--- config.mk ---
export PLATFORM = sky130hd
export DESIGN_NAME = exe_stage
export DESIGN_NICKNAME = d
export VERILOG_FILES = /design/src/rtl/pipeline_pkg.sv /design/src/rtl/mult_iter.sv /design/src/rtl/exe_stage.sv
export SDC_FILE = /design/constraint.sdc
export NUM_CORES = 2
export LEC_CHECK = 0
export CAP_MARGIN = 30
export CORE_ASPECT_RATIO = 0.5
export CORE_MARGIN = 1.5
export CORE_UTILIZATION = 55
export CTS_CLUSTER_SIZE = 12
export DETAILED_ROUTE_END_ITERATION = 6
export PLACE_DENSITY_LB_ADDON = 0.3
export SYNTH_ARGS = -nofsm -noshare
export SYNTH_HDL_FRONTEND = slang
export SYNTH_SLANG_ARGS = --single-unit
--- constraint.sdc ---
create_clock -name Clk -period 7.4 [get_ports Clk]
set_input_delay 1.48 -clock Clk [delete_from_list [all_inputs] [get_ports Clk]]
set_output_delay 1.48 -clock Clk [all_outputs]
set_load 0.005 [all_outputs]
--- src/rtl/pipeline_pkg.sv ---
// Shared pipeline definitions: ALU op codes, control bit positions,
// forwarding selects and multiplier FSM encoding.
package pipeline_pkg;

  typedef enum logic [3:0] {
    OP_ADD   = 4'h0,
    OP_SUB   = 4'h1,
    OP_AND   = 4'h2,
    OP_OR    = 4'h3,
    OP_XOR   = 4'h4,
    OP_NOR   = 4'h5,
    OP_SLT   = 4'h6,
    OP_SLTU  = 4'h7,
    OP_SLL   = 4'h8,
    OP_SRL   = 4'h9,
    OP_SRA   = 4'hA,
    OP_LUI   = 4'hB,
    OP_MULT  = 4'hC,
    OP_MULTU = 4'hD,
    OP_MFHI  = 4'hE,
    OP_MFLO  = 4'hF
  } alu_op_e;

  // Bit positions inside the 4-bit {RegWrite, MemRead, MemWrite, MemtoReg} bundle
  localparam int CTRL_REGWRITE = 3;
  localparam int CTRL_MEMREAD  = 2;
  localparam int CTRL_MEMWRITE = 1;
  localparam int CTRL_MEMTOREG = 0;

  localparam logic [1:0] FWD_IDEX = 2'b00;
  localparam logic [1:0] FWD_MEM  = 2'b01;
  localparam logic [1:0] FWD_WB   = 2'b10;

  localparam int MUL_ITERS = 32;

  typedef enum logic [1:0] {
    ST_IDLE = 2'd0,
    ST_MUL  = 2'd1,
    ST_DONE = 2'd2
  } mul_state_e;

  // Select 11 falls back to the ID/EX value
  function automatic logic [31:0] fwd_pick(input logic [1:0] sel,
                                           input logic [31:0] idex,
                                           input logic [31:0] mem,
                                           input logic [31:0] wb);
    case (sel)
      FWD_MEM: return mem;
      FWD_WB:  return wb;
      default: return idex;
    endcase
  endfunction

  function automatic logic is_mult_op(input logic [3:0] op);
    return (op == OP_MULT) || (op == OP_MULTU);
  endfunction

endpackage

--- src/rtl/mult_iter.sv ---
// Iterative 32x32 shift-add multiplier, one partial product per cycle.
// Signed mode multiplies magnitudes and negates the 64-bit result.
module mult_iter
  import pipeline_pkg::*;
(
  input  logic        clk,
  input  logic        srst,
  input  logic        start,
  input  logic        abort,
  input  logic        is_signed,
  input  logic [31:0] a,
  input  logic [31:0] b,
  output logic        done,
  output logic [63:0] product
);

  logic [63:0] acc_reg;
  logic [63:0] mcand_reg;
  logic [31:0] mplier_reg;
  logic [4:0]  count_reg;
  logic        running_reg;
  logic        neg_reg;
  logic [31:0] a_mag;
  logic [31:0] b_mag;

  always_comb begin
    a_mag = (is_signed && a[31]) ? (~a + 32'd1) : a;
    b_mag = (is_signed && b[31]) ? (~b + 32'd1) : b;
  end

  always_ff @(posedge clk) begin
    if (srst) begin
      acc_reg     <= '0;
      mcand_reg   <= '0;
      mplier_reg  <= '0;
      count_reg   <= '0;
      running_reg <= 1'b0;
      neg_reg     <= 1'b0;
    end else if (abort) begin
      running_reg <= 1'b0;
    end else if (start) begin
      acc_reg     <= '0;
      mcand_reg   <= {32'd0, a_mag};
      mplier_reg  <= b_mag;
      count_reg   <= '0;
      running_reg <= 1'b1;
      neg_reg     <= is_signed & (a[31] ^ b[31]);
    end else if (running_reg) begin
      if (mplier_reg[0]) begin
        acc_reg <= acc_reg + mcand_reg;
      end
      mcand_reg  <= mcand_reg << 1;
      mplier_reg <= mplier_reg >> 1;
      count_reg  <= count_reg + 5'd1;
      if (count_reg == 5'(MUL_ITERS - 1)) begin
        running_reg <= 1'b0;
      end
    end
  end

  // done marks the cycle performing the final iteration; product is complete after that edge
  assign done    = running_reg && (count_reg == 5'(MUL_ITERS - 1));
  assign product = neg_reg ? (~acc_reg + 64'd1) : acc_reg;

endmodule

--- src/rtl/exe_stage.sv ---
// Execute stage: operand forwarding, ALU, HI/LO with an iterative
// multiplier, and the EX/MEM pipeline register.
module exe_stage
  import pipeline_pkg::*;
#(
  parameter int DATA_W = 32
) (
  input  logic              Clk,
  input  logic              Reset,
  input  logic [1:0]        Forward_MUX1,
  input  logic [1:0]        Forward_MUX2,
  input  logic [DATA_W-1:0] Rs_data_EXE,
  input  logic [DATA_W-1:0] Rt_data_EXE,
  input  logic [DATA_W-1:0] Imm_EXE,
  input  logic [4:0]        Rt_EXE,
  input  logic [4:0]        Rd_EXE,
  input  logic              ALUSrc_EXE,
  input  logic              RegDst_EXE,
  input  logic [3:0]        ALUOp_EXE,
  input  logic [3:0]        Ctrl_EXE,
  input  logic              Valid_EXE,
  input  logic              Flush_EXE,
  input  logic [DATA_W-1:0] WB_data,
  output logic [DATA_W-1:0] ALU_result_MEM,
  output logic [DATA_W-1:0] Store_data_MEM,
  output logic [4:0]        RegWr_MEM,
  output logic [3:0]        Ctrl_MEM,
  output logic              Valid_MEM,
  output logic              Busy
);

  logic [DATA_W-1:0] alu_result_reg;
  logic [DATA_W-1:0] store_data_reg;
  logic [4:0]        regwr_reg;
  logic [3:0]        ctrl_reg;
  logic              valid_reg;
  logic [DATA_W-1:0] hi_reg;
  logic [DATA_W-1:0] lo_reg;
  mul_state_e        state_reg;

  logic [DATA_W-1:0] fwd_rs;
  logic [DATA_W-1:0] fwd_rt;
  logic [DATA_W-1:0] op_a;
  logic [DATA_W-1:0] op_b;
  logic [DATA_W-1:0] alu_res;
  logic [4:0]        dest;
  logic [4:0]        shamt;
  logic [3:0]        ctrl_mul;
  logic              mul_start;
  logic              mul_done;
  logic [63:0]       mul_product;

  always_comb begin
    fwd_rs = fwd_pick(Forward_MUX1, Rs_data_EXE, alu_result_reg, WB_data);
    fwd_rt = fwd_pick(Forward_MUX2, Rt_data_EXE, alu_result_reg, WB_data);
    op_a   = fwd_rs;
    op_b   = ALUSrc_EXE ? Imm_EXE : fwd_rt;
    dest   = RegDst_EXE ? Rd_EXE : Rt_EXE;
    shamt  = Imm_EXE[10:6];
  end

  always_comb begin
    alu_res = '0;
    case (ALUOp_EXE)
      OP_ADD:  alu_res = op_a + op_b;
      OP_SUB:  alu_res = op_a - op_b;
      OP_AND:  alu_res = op_a & op_b;
      OP_OR:   alu_res = op_a | op_b;
      OP_XOR:  alu_res = op_a ^ op_b;
      OP_NOR:  alu_res = ~(op_a | op_b);
      OP_SLT:  alu_res = {{(DATA_W-1){1'b0}}, $signed(op_a) < $signed(op_b)};
      OP_SLTU: alu_res = {{(DATA_W-1){1'b0}}, op_a < op_b};
      OP_SLL:  alu_res = fwd_rt << shamt;
      OP_SRL:  alu_res = fwd_rt >> shamt;
      OP_SRA:  alu_res = DATA_W'($signed(fwd_rt) >>> shamt);
      OP_LUI:  alu_res = {Imm_EXE[15:0], 16'd0};
      OP_MFHI: alu_res = hi_reg;
      OP_MFLO: alu_res = lo_reg;
      default: alu_res = '0;
    endcase
  end

  always_comb begin
    ctrl_mul                = Ctrl_EXE;
    ctrl_mul[CTRL_REGWRITE] = 1'b0;
  end

  assign mul_start = (state_reg == ST_IDLE) && Valid_EXE && is_mult_op(ALUOp_EXE) && !Flush_EXE;
  assign Busy      = !Reset && (mul_start || ((state_reg == ST_MUL) && !Flush_EXE));

  mult_iter u_mult (
    .clk       (Clk),
    .srst      (Reset),
    .start     (mul_start),
    .abort     (Flush_EXE),
    .is_signed (ALUOp_EXE == OP_MULT),
    .a         (op_a),
    .b         (op_b),
    .done      (mul_done),
    .product   (mul_product)
  );

  always_ff @(posedge Clk) begin
    if (Reset) begin
      state_reg <= ST_IDLE;
      hi_reg    <= '0;
      lo_reg    <= '0;
    end else begin
      case (state_reg)
        ST_IDLE: if (mul_start) state_reg <= ST_MUL;
        ST_MUL: begin
          if (Flush_EXE)     state_reg <= ST_IDLE;
          else if (mul_done) state_reg <= ST_DONE;
        end
        ST_DONE: begin
          state_reg <= ST_IDLE;
          if (!Flush_EXE) begin
            hi_reg <= mul_product[63:32];
            lo_reg <= mul_product[31:0];
          end
        end
        default: state_reg <= ST_IDLE;
      endcase
    end
  end

  // Bubble whenever the slot is killed, stalled or empty; DONE retires the multiply itself
  always_ff @(posedge Clk) begin
    if (Reset || Flush_EXE || Busy) begin
      alu_result_reg <= '0;
      store_data_reg <= '0;
      regwr_reg      <= '0;
      ctrl_reg       <= '0;
      valid_reg      <= 1'b0;
    end else if (state_reg == ST_DONE) begin
      alu_result_reg <= mul_product[31:0];
      store_data_reg <= fwd_rt;
      regwr_reg      <= dest;
      ctrl_reg       <= ctrl_mul;
      valid_reg      <= 1'b1;
    end else if (!Valid_EXE) begin
      alu_result_reg <= '0;
      store_data_reg <= '0;
      regwr_reg      <= '0;
      ctrl_reg       <= '0;
      valid_reg      <= 1'b0;
    end else begin
      alu_result_reg <= alu_res;
      store_data_reg <= fwd_rt;
      regwr_reg      <= dest;
      ctrl_reg       <= Ctrl_EXE;
      valid_reg      <= 1'b1;
    end
  end

  assign ALU_result_MEM = alu_result_reg;
  assign Store_data_MEM = store_data_reg;
  assign RegWr_MEM      = regwr_reg;
  assign Ctrl_MEM       = ctrl_reg;
  assign Valid_MEM      = valid_reg;

endmodule

==> summary.md <==
| Metric | Value |
|---|---|
| Setup Viol. Count Final | `0` |
| Startpoint Class | `primary input` |
| RSZ-0062 raised after global routing | `false` |
| Clk buf depth | `3` |
| Period utilisation layout | `about 90%` |
| CP required | `7.85 ns` |
| Seq/Total Area, Yosys | `between 20% and 30%` |
| Vias | `32,600` |
| Total grt overflow | `0` |
| Tightest Pin Transition | `1.16 ns` |
| Initial antenna violation count | `12` |
| Post-CTS sizing | `0` |
| # rows | `57` |
| Top_reg_cell synth | `dfxtp_1` |
| Starting density of the core | `roughly 56%` |
| First-pass GRT wire length | `around 190,000 um` |
| Rel. slew slack | `~22%` |
| Total Power | `5.35 mW` |
| Status | `complete, but fails checks` |
| VDD IR max | `approximately 0.20 mV` |
| Ports | `around 230` |
| ANT nets after route | `0` |
| Gr usage total | `between 40% and 50%` |
| Sum of negative setup slack | `0 ns` |
| Area of the core | `about 0.049 mm2` |
| Worst-Skew Late Latency | `just under 0.6 ns` |
| Layout cell share with drive strength beyond 1 | `around 8%` |
| Worst hold path class | `flip-flop to flip-flop` |
| DIE WIDTH | `between 300 and 400 um` |
| Worst Setup End Kind | `flip-flop` |
| Max Fanout on Critical Path | `23` |
| Min Tclk post-route | `a little under 7 ns` |
| Fmax | `146 MHz` |
| Largest area contributor in the netlist | `dfxtp_1` |
| CP arrival | `~7.3 ns` |
| LEAKAGE | `~12 nW` |
| # Post-CTS Setup Buffers | `0` |
| Final clock skew | `approximately 0.05 ns` |
| Slew Viols, Final | `0` |
| Power Density | `roughly 170 mW/mm2` |
| Count of input and output buffers | `230` |
| FFs w/ async S/R, synth | `0%` |
| Vias per cell | `around 7` |
| Failing checks | `DRC` |
| Final Hold Vio Count | `0` |
| Synth top area share | `22.1%` |
| Pin count of the biggest net entering global routing | `just over 90` |
| #FFs+latches synth | `roughly 310` |
| CTS Sinks | `307` |
| Commonest cells after routing, fill and taps aside | `nand2_1, nor2_1, a21oi_1` |
| CTS Buf Count | `34` |
| Die Height | `between 150 and 200 um` |
| Dpl hpwl | `~100,000 um` |
| Iter 0 DRT Violations | `around 5,700` |
| Synth Instances | `around 3,800` |
| DRC viols | `38` |
| Critical Setup Path Class | `primary input to flip-flop` |
| Clk pin slew, worst setup/hold paths | `about 0.070 ns` |
| Post-Syn Area per Cell | `roughly 7.4 um2` |
| Vias in the first global route | `29,300` |
| Synth top area cells | `dfxtp_1, ha_1, nand2_1, a21oi_1, nor2_1` |
| Area Growth Syn to Fin | `15.0%` |
| Wire per inst | `29.3 um` |
| Cts hold-fix bufs | `0` |
| Syn Std Cell Area | `around 0.028 mm2` |
| Routed Wire Length | `between 100,000 and 150,000 um` |
| Number of synthesized flops with an enable pin | `0` |
| RePlAce Congestion | `1.15` |
| Fill cells | `between 4,000 and 5,000` |
| Max_cap viols | `0` |
| CTS tree | `done` |
| Syn Nets | `4,088` |
| Nets | `4,193` |
| Pre-antenna DRT Iters | `7` |
| Synth warnings | `0` |
| Commonest non-fill, non-tap cell in the layout | `nand2_1` |
| Die area | `roughly 0.052 mm2` |
| Netlist cell types | `85` |
| H-tree depth | `2` |
| CTS root buf | `clkbuf_16` |
[synth_stat cells (19+ instances only)]
cell,count
o21bai_1,30
nor3_1,71
dfxtp_1,307
ha_1,175
a21o_1,43
mux2i_1,66
buf_1,42
nand4_1,39
xor2_1,74
o21a_1,23
a221o_1,40
nor2b_1,27
xnor2_1,108
o211ai_1,37
a211oi_1,85
a31oi_1,32
nand3_1,66
and3_1,20
nand2_1,486
a21oi_1,339
o21ai_0,250
o21ai_1,24
or3_1,20
nor4_1,26
o41ai_1,19
clkbuf_1,236
nand2b_1,28
mux4_2,63
nor2_1,383
a22oi_1,59
a311oi_1,46
o31ai_1,45
o22ai_1,38
a221oi_1,27
inv_1,142
[metrics by stage]
step	std cells	cell area (um2)	utilization (%)	setup WS (ns)	hold WS [ns]
finish	4529	31900	64.9	0.558	0.460
global route	4521	31900	64.8	0.411	0.493
CTS	4514	31800	64.7	0.779	0.463
detailed placement	4465	30800	62.6	0.221	0.455
global placement	4464	30800	62.5	0.372	0.446
floorplan	3754	27800	-	1.04	0.431
[kinds of logic after synthesis]
group           after synthesis  share of synthesized area (%)
flops                       307                           22.1
xor+xnor                    182                           5.74
fa+ha+maj                   178                           8.10
simple gates               1245                           20.0
mux                         143                           8.05
buf+inv                     430                           6.00
compound gates             1269                           30.0
[area by class of cell]
cell class	count	area (um2)	share of cell area (%)
inverter	144	541	1.69
sequential	307	6150	19.3
multi-input combinational	3017	20100	62.9
tap	649	812	2.54
clock inverter	12	160	0.502
antenna	8	20.0	0.0627
timing repair buffer	355	3280	10.3
clock buffer	37	872	2.73
[final timing paths]
kind	from	endpoint	slack (ns)	depth (start not counted)
worst max-delay path	Forward_MUX2[0]	ALU_result_MEM[24]$_SDFF_PP0_	0.56	17
worst min-delay path	u_mult.count_reg[4]$_SDFFE_PP0P_	u_mult.count_reg[4]$_SDFFE_PP0P_	0.46	2
worst max register to register	ALU_result_MEM[0]$_SDFF_PP0_	ALU_result_MEM[24]$_SDFF_PP0_	1.91	16
worst min register to register	u_mult.count_reg[4]$_SDFFE_PP0P_	u_mult.count_reg[4]$_SDFFE_PP0P_	0.46	2
[report_power, final]
group          switching, mW  internal [mW]  leakage (nW)
Sequential            0.0251           1.68          2.48
Combinational           1.24          0.683          9.15
Clock                  0.803          0.922         0.492
Total                   2.07           3.28          12.1
[metal layers]
layer	GRT usage, %	vias to the layer above	wire, um
li1	-	14000	-
met1	65.5	15400	51700
met2	67.8	2746	51400
met3	24.8	455	23900
met4	15.0	8	5510
met5	0	-	49
[critical path, stage by stage]
cell and delay [ns]:
clkdlybuf4s50_1 0.49, inv_1 0.05, ha_1 0.51, buf_4 0.37, a221o_1 0.17, o21ai_1 0.28
o21ai_1 0.77, inv_1 0.17, ha_1 0.50, o21bai_1 0.25, o211ai_1 0.25, o31a_1 0.45
o211ai_1 0.47, a21oi_1 0.13, or4_1 0.42, a2111oi_0 0.40, nor2_1 0.11
Note: power is estimated with default switching activity, not from simulation.
